$ cat src/rtl/cnt_disp_pkg.sv
// cnt_disp_pkg: shared constants for the counter display stage.
//   - Seven-segment glyphs SEG_0..SEG_F, bit order {g,f,e,d,c,b,a}, active-high.
//   - SEG_BLANK (all segments off) and one-hot digit enables DIG_LO / DIG_HI / DIG_OFF.
//   - cnt_sample_t: one snapshot of the counter outputs {QH, QL, C}.
package cnt_disp_pkg;

   localparam logic [6:0] SEG_0     = 7'h3F;
   localparam logic [6:0] SEG_1     = 7'h06;
   localparam logic [6:0] SEG_2     = 7'h5B;
   localparam logic [6:0] SEG_3     = 7'h4F;
   localparam logic [6:0] SEG_4     = 7'h66;
   localparam logic [6:0] SEG_5     = 7'h6D;
   localparam logic [6:0] SEG_6     = 7'h7D;
   localparam logic [6:0] SEG_7     = 7'h07;
   localparam logic [6:0] SEG_8     = 7'h7F;
   localparam logic [6:0] SEG_9     = 7'h6F;
   localparam logic [6:0] SEG_A     = 7'h77;
   localparam logic [6:0] SEG_B     = 7'h7C;
   localparam logic [6:0] SEG_C     = 7'h39;
   localparam logic [6:0] SEG_D     = 7'h5E;
   localparam logic [6:0] SEG_E     = 7'h79;
   localparam logic [6:0] SEG_F     = 7'h71;
   localparam logic [6:0] SEG_BLANK = 7'h00;

   localparam logic [1:0] DIG_LO  = 2'b01;
   localparam logic [1:0] DIG_HI  = 2'b10;
   localparam logic [1:0] DIG_OFF = 2'b00;

   typedef struct packed {
      logic [3:0] qh;
      logic [3:0] ql;
      logic       c;
   } cnt_sample_t;

endpackage

$ cat src/rtl/hex7seg.sv
// hex7seg: combinational 4-bit hex to seven-segment decoder.
//   i_hex  - nibble to display
//   o_seg  - segments {g,f,e,d,c,b,a}, active-high; polarity is applied by the parent
module hex7seg
   import cnt_disp_pkg::*;
(
   input  logic [3:0] i_hex,
   output logic [6:0] o_seg
);

   always_comb begin
      o_seg = SEG_BLANK;
      case (i_hex)
         4'h0: o_seg = SEG_0;
         4'h1: o_seg = SEG_1;
         4'h2: o_seg = SEG_2;
         4'h3: o_seg = SEG_3;
         4'h4: o_seg = SEG_4;
         4'h5: o_seg = SEG_5;
         4'h6: o_seg = SEG_6;
         4'h7: o_seg = SEG_7;
         4'h8: o_seg = SEG_8;
         4'h9: o_seg = SEG_9;
         4'hA: o_seg = SEG_A;
         4'hB: o_seg = SEG_B;
         4'hC: o_seg = SEG_C;
         4'hD: o_seg = SEG_D;
         4'hE: o_seg = SEG_E;
         4'hF: o_seg = SEG_F;
         default: o_seg = SEG_BLANK;
      endcase
   end

endmodule

$ cat src/rtl/cnt_disp_scan.sv
// cnt_disp_scan: 2-digit multiplexed seven-segment driver for the counter outputs.
//   Clk  - system clock, rising edge
//   MR   - asynchronous active-low reset
//   QH   - counter high nibble (asynchronous to Clk)
//   QL   - counter low nibble (asynchronous to Clk)
//   C    - counter carry flag (asynchronous to Clk)
//   SEG  - segments {g,f,e,d,c,b,a}, active-low when ACT_LOW=1
//   DIG  - one-hot digit enable, bit0 low digit, bit1 high digit, polarity as SEG
//   CLED - stretched carry indicator, active-high
module cnt_disp_scan
   import cnt_disp_pkg::*;
#(
   parameter int unsigned SCAN_DIV = 50000,
   parameter int unsigned CHOLD    = 100,
   parameter int unsigned BLANK_LZ = 1,
   parameter int unsigned ACT_LOW  = 1
) (
   input  logic       Clk,
   input  logic       MR,
   input  logic [3:0] QH,
   input  logic [3:0] QL,
   input  logic       C,
   output logic [6:0] SEG,
   output logic [1:0] DIG,
   output logic       CLED
);

   localparam int unsigned SCAN_W = $clog2(SCAN_DIV);
   localparam int unsigned HOLD_W = $clog2(CHOLD + 1);

   localparam logic [SCAN_W-1:0] SCAN_LAST = SCAN_W'(SCAN_DIV - 1);
   localparam logic [HOLD_W-1:0] HOLD_INIT = HOLD_W'(CHOLD);

   // Inactive levels at the pins, used for reset and blanking.
   localparam logic [6:0] SEG_OFF = (ACT_LOW != 0) ? ~SEG_BLANK : SEG_BLANK;
   localparam logic [1:0] PIN_DIG_OFF = (ACT_LOW != 0) ? ~DIG_OFF : DIG_OFF;

   cnt_sample_t       r_s1, r_s2, r_s3;
   logic [SCAN_W-1:0] r_scan;
   logic              r_sel;
   logic [3:0]        r_disp_h, r_disp_l;
   logic [HOLD_W-1:0] r_hold;
   logic              r_cled;
   logic [6:0]        r_seg;
   logic [1:0]        r_dig;

   logic              w_stable, w_tick, w_frame, w_c_rise, w_blank;
   logic [3:0]        w_digit;
   logic [6:0]        w_glyph, w_seg_hi;
   logic [1:0]        w_dig_hi;

   // Compare the two settled stages so a mid-change counter value is never captured.
   assign w_stable = (r_s2 == r_s3);
   assign w_tick   = (r_scan == SCAN_LAST);
   // A frame ends when the high digit hands back to the low digit.
   assign w_frame  = w_tick & r_sel;
   assign w_c_rise = r_s2.c & ~r_s3.c;

   always_ff @(posedge Clk or negedge MR) begin
      if (!MR) begin
         r_s1 <= '0;
         r_s2 <= '0;
         r_s3 <= '0;
      end else begin
         r_s1 <= '{qh: QH, ql: QL, c: C};
         r_s2 <= r_s1;
         r_s3 <= r_s2;
      end
   end

   always_ff @(posedge Clk or negedge MR) begin
      if (!MR) begin
         r_scan <= '0;
         r_sel  <= 1'b0;
      end else if (w_tick) begin
         r_scan <= '0;
         r_sel  <= ~r_sel;
      end else begin
         r_scan <= r_scan + 1'b1;
      end
   end

   always_ff @(posedge Clk or negedge MR) begin
      if (!MR) begin
         r_disp_h <= 4'h0;
         r_disp_l <= 4'h0;
      end else if (w_frame && w_stable) begin
         r_disp_h <= r_s2.qh;
         r_disp_l <= r_s2.ql;
      end
   end

   // A new carry edge reloads the stretch even if a frame decrement is due.
   always_ff @(posedge Clk or negedge MR) begin
      if (!MR) begin
         r_hold <= '0;
         r_cled <= 1'b0;
      end else begin
         if (w_c_rise) begin
            r_hold <= HOLD_INIT;
         end else if (w_frame && (r_hold != '0)) begin
            r_hold <= r_hold - 1'b1;
         end
         r_cled <= (r_hold != '0);
      end
   end

   assign w_digit = r_sel ? r_disp_h : r_disp_l;

   hex7seg u_hex7seg (
      .i_hex (w_digit),
      .o_seg (w_glyph)
   );

   assign w_blank  = (BLANK_LZ != 0) && r_sel && (r_disp_h == 4'h0);
   assign w_seg_hi = w_blank ? SEG_BLANK : w_glyph;
   assign w_dig_hi = r_sel ? DIG_HI : DIG_LO;

   always_ff @(posedge Clk or negedge MR) begin
      if (!MR) begin
         r_seg <= SEG_OFF;
         r_dig <= PIN_DIG_OFF;
      end else if (ACT_LOW != 0) begin
         r_seg <= ~w_seg_hi;
         r_dig <= ~w_dig_hi;
      end else begin
         r_seg <= w_seg_hi;
         r_dig <= w_dig_hi;
      end
   end

   assign SEG  = r_seg;
   assign DIG  = r_dig;
   assign CLED = r_cled;

endmodule

$ cat config.mk
export PLATFORM = sky130hd
export DESIGN_NAME = cnt_disp_scan
export DESIGN_NICKNAME = d
export VERILOG_FILES = /design/src/rtl/cnt_disp_pkg.sv /design/src/rtl/hex7seg.sv /design/src/rtl/cnt_disp_scan.sv
export SDC_FILE = /design/constraint.sdc
export NUM_CORES = 1
export LEC_CHECK = 0
export ABC_AREA = 1
export CAP_MARGIN = 20
export CORE_MARGIN = 3
export CORE_UTILIZATION = 57
export DETAILED_ROUTE_END_ITERATION = 8
export GPL_ROUTABILITY_DRIVEN = 0
export PLACE_DENSITY = 0.76
export SLEW_MARGIN = 20
export SYNTH_ARGS = -nofsm -noshare
export SYNTH_HDL_FRONTEND = slang
export SYNTH_SLANG_ARGS = --single-unit
$ cat constraint.sdc
create_clock -name Clk -period 2.7 [get_ports Clk]
set_input_delay 0.405 -clock Clk [delete_from_list [all_inputs] [get_ports Clk]]
set_output_delay 0.405 -clock Clk [all_outputs]
set_load 0.1 [all_outputs]
==> impl_results.md <==
- Clock Skew: roughly 0.0055 ns
- WHS: 0.105 ns
- IO Count: 21
- CTS tree: yes
- Cell accounting for the most synthesized area: dfrtp_1
- Dpl cell area: about 3300 um2
- FP Rows: 26
- GRT Total Usage: 18.3%
- Mapped Nets: roughly 370
- Starting Density: 59.5%
- RSZ-0062 raised after global routing: no
- Worst skew pair latency: between 0.3 and 0.4 ns
- Cts repair resizes: 0
- M1 WL: roughly 2.4 mm
- Leakage: between 0.0015 and 0.002 uW
- Post-synthesis sequential area ratio: between 50% and 60%
- Ys async rst share: between 90% and 100%
- Max-slew headroom: roughly 56%
- CP startpoint kind: register
- Pwr dens: 589 nW/um2
- Post-CTS Repair Setup Buffers: 0
- Vias post-DR: between 2000 and 2500
- Max Fclk: between 500 and 600 MHz
- Fin Setup TNS: 0 ns
- Met2 routed WL: about 2.4 mm
- Number of synthesis warnings: 0
- Starting DRC count in detailed routing: approximately 100
- Post-Route WL: 5.02 mm
- Die Wd: approximately 80 um
- First drt pass iteration count: 4
- CTS Buf Count: 9
- Clock Sinks: between 60 and 70
- First-pass GRT wire length: roughly 8.9 mm
- Total congestion overflow: 0
- NumNets Final: 397
- Mapped Cells: 346
- Crit end category: register
- Flops & latches, synth: about 70
- Max H-tree Level: 3
- Crit-path max FO: 11
- Antenna diodes: 0
- Status: complete, no violations
- Pin count of the biggest net entering global routing: 42
- Post-synth top flop: dfrtp_1
- # DRC: 0
- Max cap viols: 0
- DP HPWL: ~3.7 mm
- Slew Limit Fails: 0
- Total die area: ~6300 um2
- Crit path arrival time: between 2 and 2.5 ns
- Finished Cell Area: roughly 3600 um2
- Core area: a little over 5000 um2
- Worst slew pin tran: between 0.6 and 0.7 ns
- Top-count cell post-synth: nand2_1
- Hold/Removal Path Class: in2async
- Synth-to-Final Area Change: 15.8%
- Fraction of layout cells with a size suffix above 1: between 10% and 20%
- Final hold vios: 0
- Vias in the first global route: 2100
- Setup violators final: 0
- Antenna violations before repair: 0
- Tmin final: about 1.8 ns
- Share of the synthesized area in the top cell type: between 40% and 50%
- Hold Buf Count CTS: 0
- Antenna Nets Post-Route: 0
- Clk root buf: clkbuf_8
- Yosys cell types: 30
- Drt wl/cell: 11.1 um
- Crit path required time: roughly 3 ns
- IO Port Bufs: 20
- Avg Inst Size Synth: 8.89 um2
- Metal3 WL: roughly 190 um
- Vias per cell: slightly below 5
- Clock-pin slew on the worst setup and hold paths: 0.07 ns
- Crit Path Class: reg2reg
- Top cells by count, synth: nand2_1, dfrtp_1, nor2_1, inv_1, nand3_1
- Max clock buf depth: 2
- Fin crit share: roughly two thirds
- Synth Cell Area: 3080 um2
- Top sig layer: met4
- VDD IR-drop max: approximately 0.54 mV
- Die Height: approximately 80 um
- Top cells by area, synth: dfrtp_1, nand2_1, dfstp_2
- Number of synthesized flops with an enable pin: 0
[report_power, final]
group,leakage (uW),switching (uW),internal [uW]
Clock,0.000112,375,543
Combinational,0.000917,60.4,42.8
Sequential,0.000835,16.8,1060
[registers in the layout, indices dropped and copies added (netlist names)]
signal and flops:
DIG 2, r_s1 9, r_scan 16, r_disp_h 4
r_s3 9, r_sel 1, SEG 7, r_s2 9
CLED 1, r_hold 7, r_disp_l 4
[final timing paths]
| kind | start | to | slack [ns] | depth (start not counted) |
|---|---|---|---|---|
| min | MR | r_scan[13] | 0.10 | 1 |
| max in group asynchronous | MR | SEG[1] | 1.92 | 2 |
| min reg2reg | r_s1[5] | r_s2[5] | 0.35 | 0 |
| max reg2reg | r_sel | SEG[0] | 0.95 | 8 |
| max | r_sel | SEG[0] | 0.95 | 8 |
| min in group Clk | r_s1[5] | r_s2[5] | 0.35 | 0 |
[kinds of logic after synthesis]
group / after synthesis / synth area share (%)
flip-flops: 69 / 56.5
AO/OA/AOI/OAI: 23 / 4.23
adder cells (fa/ha/maj): 10 / 4.07
buffers and inverters: 51 / 6.51
XOR/XNOR: 7 / 1.99
AND/OR/NAND/NOR: 186 / 26.7
[critical path: stages, from the launching register on]
cell and delay, ns:
dfrtp_1 0.54, nand2_1 0.13, o21ai_1 0.28, inv_1 0.13, ha_1 0.25, o21ai_1 0.14, inv_1 0.06, o21ai_0 0.07
nand3_1 0.08
[metrics by stage]
step / worst slack (ns) / cells / power, uW / util [%]
5_1_grt: 0.719 / 451 / 2190 / 68.8
6_report: 0.947 / 451 / 2100 / 68.8
3_5_place_dp: 0.952 / 435 / 1200 / 64.5
2_1_floorplan: 1.12 / 346 / 1150 / -
3_3_place_gp: 1.02 / 435 / 1200 / 64.5
4_1_cts: 0.940 / 451 / 2130 / 68.8
[placed cells by master, fill, tap and decap left out, drive strengths merged, types with 2 or more instances in the layout]
master,instances
a21oi,5
dfstp,9
o211ai,3
clkinv,4
nand2,89
o21ai,13
dfrtp,60
nor2,49
nor3,4
nand3,40
xnor2,3
clkbuf,10
bufinv,2
buf,12
xor2,4
clkdlybuf4s50,9
inv,48
ha,10
[cell type report]
cell class,instances,area (um2)
Sequential cell,69,1740
Timing Repair Buffer,21,190
Fill cell,411,1610
Clock buffer,10,138
Tap cell,70,87.6
Inverter,49,184
Multi-Input combinational cell,226,1140
Clock inverter,6,86.3
[per-layer routing]
layer  GRT usage, %  vias up
met5              0        -
met4           8.76        0
met3           4.63        7
met2           29.5       46
met1           23.0     1017
li1               -     1144
Power figures use the tool's default switching activity.
